`src/rtl/dmem_pkg.sv`:
```
// Shared definitions for the data-memory arbiter: widths, FSM encodings and port indices.
package dmem_pkg;

  localparam int unsigned AW = 10;  // word address width (1024 words)
  localparam int unsigned DW = 32;  // data width

  typedef enum logic [1:0] {
    IDLE   = 2'd0,
    ACCESS = 2'd1,
    DONE   = 2'd2
  } state_e;

  localparam logic PORT_CPU  = 1'b0;  // CPU load/store path
  localparam logic PORT_LOAD = 1'b1;  // test/loader path

endpackage

```
`src/rtl/dmem_arbiter_if.sv`:
```
// Requester-side bus of the data-memory arbiter.
//   master : a requester pair (drives req/we/addr/wdata, sees ack/rdata/busy/owner)
//   slave  : the arbiter
interface dmem_arbiter_if #(
  parameter int unsigned AW = dmem_pkg::AW,
  parameter int unsigned DW = dmem_pkg::DW
);

  logic          req0;
  logic          we0;
  logic [AW-1:0] addr0;
  logic [DW-1:0] wdata0;
  logic          ack0;

  logic          req1;
  logic          we1;
  logic [AW-1:0] addr1;
  logic [DW-1:0] wdata1;
  logic          ack1;

  logic [DW-1:0] rdata;
  logic          busy;
  logic          owner;

  modport master (
    output req0, we0, addr0, wdata0,
    output req1, we1, addr1, wdata1,
    input  ack0, ack1, rdata, busy, owner
  );

  modport slave (
    input  req0, we0, addr0, wdata0,
    input  req1, we1, addr1, wdata1,
    output ack0, ack1, rdata, busy, owner
  );

endinterface

```
`src/rtl/rr_pick2.sv`:
```
// Two-way round-robin pick (combinational).
//   req0, req1   : requests
//   last_owner   : index of the port served most recently
//   grant_valid  : at least one request present
//   grant_idx    : chosen port; on a tie the port that was not served last wins
module rr_pick2 (
  input  logic req0,
  input  logic req1,
  input  logic last_owner,
  output logic grant_valid,
  output logic grant_idx
);

  always_comb begin
    grant_valid = req0 | req1;
    grant_idx   = (req0 && req1) ? ~last_owner : req1;
  end

endmodule

```
`src/rtl/dmem_arbiter.sv`:
```
// Two-port round-robin arbiter/sequencer in front of the 1024x32 data memory
// (asynchronous read, synchronous write). One access every three cycles:
// IDLE (grant) -> ACCESS (memory cycle) -> DONE (ack pulse).
//   clk, reset : clock, asynchronous active-high reset
//   bus        : requester ports 0/1, acks, registered rdata, busy, owner
//   mem_we/mem_addr/mem_din : memory controls, only non-zero during ACCESS
//   mem_dout   : memory combinational read data
module dmem_arbiter #(
  parameter int unsigned AW = dmem_pkg::AW,
  parameter int unsigned DW = dmem_pkg::DW
) (
  input  logic          clk,
  input  logic          reset,
  dmem_arbiter_if.slave bus,
  output logic          mem_we,
  output logic [AW-1:0] mem_addr,
  output logic [DW-1:0] mem_din,
  input  logic [DW-1:0] mem_dout
);

  import dmem_pkg::*;

  state_e        state_q, state_d;
  logic          owner_q;
  logic          last_owner_q;
  logic [DW-1:0] rdata_q;
  logic          ack0_q, ack1_q, ack0_d, ack1_d;
  logic          busy_q;
  logic          take_grant;
  logic          grant_valid, grant_idx;

  logic          sel_we;
  logic [AW-1:0] sel_addr;
  logic [DW-1:0] sel_wdata;

  rr_pick2 u_pick (
    .req0        (bus.req0),
    .req1        (bus.req1),
    .last_owner  (last_owner_q),
    .grant_valid (grant_valid),
    .grant_idx   (grant_idx)
  );

  // State register plus registered outputs; ack/busy are computed one cycle
  // ahead so they line up with DONE / non-IDLE states.
  always_ff @(posedge clk or posedge reset) begin
    if (reset) begin
      state_q      <= IDLE;
      owner_q      <= PORT_CPU;
      last_owner_q <= PORT_LOAD;  // port 0 wins the first tie
      rdata_q      <= '0;
      ack0_q       <= 1'b0;
      ack1_q       <= 1'b0;
      busy_q       <= 1'b0;
    end else begin
      state_q <= state_d;
      ack0_q  <= ack0_d;
      ack1_q  <= ack1_d;
      busy_q  <= (state_d != IDLE);
      if (take_grant) begin
        owner_q <= grant_idx;
      end
      if (state_q == ACCESS) begin
        rdata_q      <= mem_dout;  // pre-write value on writes
        last_owner_q <= owner_q;
      end
    end
  end

  // Next-state and ack decode.
  always_comb begin
    state_d    = state_q;
    take_grant = 1'b0;
    ack0_d     = 1'b0;
    ack1_d     = 1'b0;
    case (state_q)
      IDLE: begin
        if (grant_valid) begin
          take_grant = 1'b1;
          state_d    = ACCESS;
        end
      end
      ACCESS: begin
        state_d = DONE;
        ack0_d  = (owner_q == PORT_CPU);
        ack1_d  = (owner_q == PORT_LOAD);
      end
      DONE: begin
        state_d = IDLE;
      end
      default: begin
        state_d = IDLE;
      end
    endcase
  end

  // Owner mux onto the memory, gated so the memory only sees an access in ACCESS.
  // Reset forces state_q to IDLE asynchronously, so mem_we drops at once.
  always_comb begin
    sel_we    = bus.we0;
    sel_addr  = bus.addr0;
    sel_wdata = bus.wdata0;
    if (owner_q == PORT_LOAD) begin
      sel_we    = bus.we1;
      sel_addr  = bus.addr1;
      sel_wdata = bus.wdata1;
    end
    mem_we   = 1'b0;
    mem_addr = '0;
    mem_din  = '0;
    if (state_q == ACCESS) begin
      mem_we   = sel_we;
      mem_addr = sel_addr;
      mem_din  = sel_wdata;
    end
  end

  assign bus.ack0  = ack0_q;
  assign bus.ack1  = ack1_q;
  assign bus.rdata = rdata_q;
  assign bus.busy  = busy_q;
  assign bus.owner = owner_q;

endmodule

```
`src/flat_wrapper.sv`:
```
// flat-port wrapper written by rule: the top's interface ports become plain ports
module dmem_arbiter_flat import dmem_pkg::*;
#(
  parameter int unsigned AW = dmem_pkg::AW,
  parameter int unsigned DW = dmem_pkg::DW
)
  (clk, reset, mem_we, mem_addr, mem_din, mem_dout, bus_req0, bus_we0, bus_addr0, bus_wdata0, bus_req1, bus_we1, bus_addr1, bus_wdata1, bus_ack0, bus_ack1, bus_rdata, bus_busy, bus_owner);
  dmem_arbiter_if #(.AW(AW), .DW(DW)) bus_i ();
  input  logic clk;
  input  logic reset;
  output logic mem_we;
  output logic [AW-1:0] mem_addr;
  output logic [DW-1:0] mem_din;
  input  logic [DW-1:0] mem_dout;
  input wire logic [$bits(bus_i.req0)-1:0] bus_req0;
  input wire logic [$bits(bus_i.we0)-1:0] bus_we0;
  input wire logic [$bits(bus_i.addr0)-1:0] bus_addr0;
  input wire logic [$bits(bus_i.wdata0)-1:0] bus_wdata0;
  input wire logic [$bits(bus_i.req1)-1:0] bus_req1;
  input wire logic [$bits(bus_i.we1)-1:0] bus_we1;
  input wire logic [$bits(bus_i.addr1)-1:0] bus_addr1;
  input wire logic [$bits(bus_i.wdata1)-1:0] bus_wdata1;
  output wire logic [$bits(bus_i.ack0)-1:0] bus_ack0;
  output wire logic [$bits(bus_i.ack1)-1:0] bus_ack1;
  output wire logic [$bits(bus_i.rdata)-1:0] bus_rdata;
  output wire logic [$bits(bus_i.busy)-1:0] bus_busy;
  output wire logic [$bits(bus_i.owner)-1:0] bus_owner;
  assign bus_i.req0 = bus_req0;
  assign bus_i.we0 = bus_we0;
  assign bus_i.addr0 = bus_addr0;
  assign bus_i.wdata0 = bus_wdata0;
  assign bus_i.req1 = bus_req1;
  assign bus_i.we1 = bus_we1;
  assign bus_i.addr1 = bus_addr1;
  assign bus_i.wdata1 = bus_wdata1;
  assign bus_ack0 = bus_i.ack0;
  assign bus_ack1 = bus_i.ack1;
  assign bus_rdata = bus_i.rdata;
  assign bus_busy = bus_i.busy;
  assign bus_owner = bus_i.owner;
  dmem_arbiter #(.AW(AW), .DW(DW)) u_core (.clk(clk), .reset(reset), .bus(bus_i), .mem_we(mem_we), .mem_addr(mem_addr), .mem_din(mem_din), .mem_dout(mem_dout));
endmodule
```
`config.mk`:
```
export PLATFORM = sky130hd
export DESIGN_NAME = dmem_arbiter_flat
export DESIGN_NICKNAME = d
export VERILOG_FILES = /design/src/rtl/dmem_pkg.sv /design/src/rtl/dmem_arbiter_if.sv /design/src/rtl/rr_pick2.sv /design/src/rtl/dmem_arbiter.sv /design/src/flat_wrapper.sv
export SDC_FILE = /design/constraint.sdc
export NUM_CORES = 1
export LEC_CHECK = 0
export ABC_AREA = 1
export BUFFER_PORTS_ARGS = -buffer_cell sky130_fd_sc_hd__buf_2
export CAP_MARGIN = 20
export CORE_UTILIZATION = 33
export DETAILED_ROUTE_END_ITERATION = 8
export GPL_TIMING_DRIVEN = 0
export PLACE_DENSITY_LB_ADDON = 0.3
export SLEW_MARGIN = 15
export SYNTH_ARGS = -nofsm -noshare
export SYNTH_HDL_FRONTEND = slang
export SYNTH_SLANG_ARGS = --single-unit
export TNS_END_PERCENT = 50
```
`constraint.sdc`:
```
create_clock -name clk -period 1.3 [get_ports clk]
set_clock_uncertainty 0.05 [all_clocks]
set_input_delay 0.39 -clock clk [delete_from_list [all_inputs] [get_ports clk]]
set_output_delay 0.39 -clock clk [all_outputs]
set_load 0.01 [all_outputs]
```
==> metrics.txt <==
Worst EP arrival 1.36 ns; Crit path required time 0.86 ns; Clock Path Buffers 2; Yosys top cell area share 44.57%; Setup crit end kind primary output; r2r worst-path depth 7; EDFF count, synth 0; final std cells w/o fill 599; # DRC 0; fin util 61.07%; Synth Net Count 427; Slew Viols, Final 0; CTS Root Buffer Type clkbuf_8; Post-synth top flop dfrtp_1; port bufs 200; Boundary Pins roughly 200; Num CTS Buffers 5; via-per-instance ratio 4.444; core area 6061 um^2; Placed Cells 581; Routed Antenna Nets 0; first-pass iteration count of the detailed router 4; full die area slightly below 7000 um^2; largest net degree at the start of global routing 26; Initial Utilization 35.20%; R2R Path End u_core.bus.rdata[15]$_DFFE_PP0N_; synth warn 0; DR vias roughly 2700; actual slew at the worst max-slew pin 0.3464 ns; Fmax 556.4 MHz; leakage 2.163 nW; Site Rows 28; layout cell share with drive strength beyond 1 55.73%; diode count 0; mean post-synth cell area 6.994 um^2; critical path type reg -> out; Max-cap violations 0; Nets 645; Unique masters post-synth 15; Rel. slew slack just under 80%; status finished with violations; origin of the critical flop-to-flop path u_core.state_q[1]$_DFF_PP0_; GR Util All Layers roughly a fifth; placed cell area between 3000 and 4000 um^2; initial antenna violation count 0; Final WS setup -0.4972 ns; DR iter-0 viols 53; ys async rst share 100.0%; Post-CTS Hold Buffers 0; largest cells by area after synthesis dfrtp_1 (45%), nand2_1 (33%), a21oi_1 (7.7%), a21oi_2 (4.1%), buf_2 (3.0%); synthesis-to-layout area growth 73.49%; Final Cell Area 3701 um^2; clk sinks 39; first-pass GRT wire length ~10000 um; RSZ-0062 raised after global routing yes; fin crit share 138.2%; Setup violations, final 43; Synth area leader dfrtp_1; TritonCTS clock tree done; post-DP HPWL between 5000 and 6000 um; Overflow after GRT 0; vias in the first global route ~2300; failing checks setup timing; min cycle time layout 1.797 ns; routability cong. approximately 0.76; Worst Setup EP mem_din[12]; Vert. Die Dim 82.40 um; Clk pin slew, worst setup/hold paths 0.08 ns; type of origin of the critical path flop; Routed WL per cell approximately 12 um; sequential share of the synthesized area 45.81%; Worst VDD drop ~1300 uV; Seq cells post-synth 39; H-Tree Depth 2; Worst Hold Class in -> async; worst-path fanout max 10; synthesized area 2133 um^2; hold violation total from the final report 0; Die Wd 82.40 um; reg-to-reg setup timing slack 0.08 ns; worst hold margin 0.008734 ns; crit path launch u_core.bus.owner$_DFFE_PP0P_; cell area power density 2269 nW/um^2; worst skew pair latency 0.28 ns; Cells after Synth 305; Total Wirelength 7206 um
[layout make-up]
| class | count | area [um^2] |
|---|---|---|
| tap | 75 | 93.84 |
| multi-input combinational | 239 | 1149 |
| timing repair buffer | 211 | 1131 |
| clock buffer | 5 | 68.82 |
| buffer | 20 | 222.7 |
| inverter | 7 | 38.79 |
| fill | 577 | 2360 |
| sequential | 39 | 977.2 |
| clock inverter | 3 | 20.02 |
[routing by layer]
layer | routed length (um) | up-vias | global-route usage [%]
met5 | 0 | - | 0
met4 | 39 | 0 | 3.684
met3 | 672 | 4 | 5.604
met2 | 3639 | 113 | 38.35
met1 | 2855 | 1172 | 21.03
li1 | - | 1373 | -
[sequential cells by signal, summed over array words and instances, names as in the netlist]
signal and flops:
u_core.bus.busy 1, u_core.state_q 2, u_core.bus.owner 1, u_core.bus.rdata 32
u_core.bus.ack0 1, u_core.bus.ack1 1, u_core.last_owner_q 1
[worst min path at each step]
stage / startpoint / end / slack (ns) / depth (start not counted)
final: reset / u_core.state_q[1]$_DFF_PP0_ / 0.009 / 2
after global routing: reset / u_core.state_q[1]$_DFF_PP0_ / 0.03 / 2
after CTS: reset / u_core.state_q[1]$_DFF_PP0_ / 0.01 / 2
after detailed placement: reset / u_core.state_q[1]$_DFF_PP0_ / 0.33 / 2
after global placement: u_core.bus.rdata[8]$_DFFE_PP0N_ / u_core.bus.rdata[8]$_DFFE_PP0N_ / 0.41 / 2
after floorplan: u_core.last_owner_q$_DFFE_PP1N_ / u_core.last_owner_q$_DFFE_PP1N_ / 0.43 / 2
[layout by cell type (no fill, tap or decap), types with 3 or more instances in the layout]
cell type / synthesis / final
buf_4: 4 / 13
nand2_1: 188 / 183
buf_8: 0 / 4
nand2_2: 1 / 5
clkbuf_8: 0 / 5
nor2_1: 5 / 5
buf_2: 13 / 199
buf_12: 0 / 4
inv_1: 5 / 3
buf_6: 3 / 10
inv_2: 1 / 3
a21oi_2: 10 / 39
dfrtp_1: 38 / 38
[cell usage after synthesis, types with 3 or more instances]
library cell and count:
dfrtp_1 38, buf_4 4, a21oi_2 10, buf_2 13, inv_1 5, nor2_1 5
buf_6 3, a21oi_1 33, nand2_1 188
[worst max-delay path: stages (launching register included)]
cell and delay, ns:
dfrtp_1 0.39, buf_6 0.15, clkinv_8 0.07, buf_6 0.13, nand2_1 0.06, a21oi_2 0.12
buf_2 0.15
[report_power, final]
part / leakage [nW] / switching (mW) / internal, mW / total (mW)
combinational: 1.64 / 3.07 / 2.40 / 5.46
clock: 0.0402 / 0.434 / 0.373 / 0.808
sequential: 0.481 / 0.307 / 1.82 / 2.13
[stage by stage]
stage | TNS, ns | setup slack, ns | total power [mW]
after floorplan | -4.852 | -0.09992 | 5.258
after global placement | -32.47 | -0.5634 | 6.903
after detailed placement | -11.35 | -0.3062 | 7.010
after CTS | -20.94 | -0.5140 | 8.202
after global routing | -23.82 | -0.5775 | 9.133
final | -20.24 | -0.4972 | 8.396
[logic make-up after synthesis]
| family | count (synthesis) | synth area share, % |
|---|---|---|
| DFF | 39 | 45.81 |
| AOI/OAI and AO/OA | 43 | 11.85 |
| and+or+nand+nor | 196 | 35.01 |
| buffers and inverters | 27 | 7.331 |
[repair_timing]
action                     4_1_cts  5_1_grt
buffers inserted                 7        3
setup endpoints to repair       43       73
pin swaps                        1        1
gates resized for setup         15       20
Power figures use the tool's default switching activity.
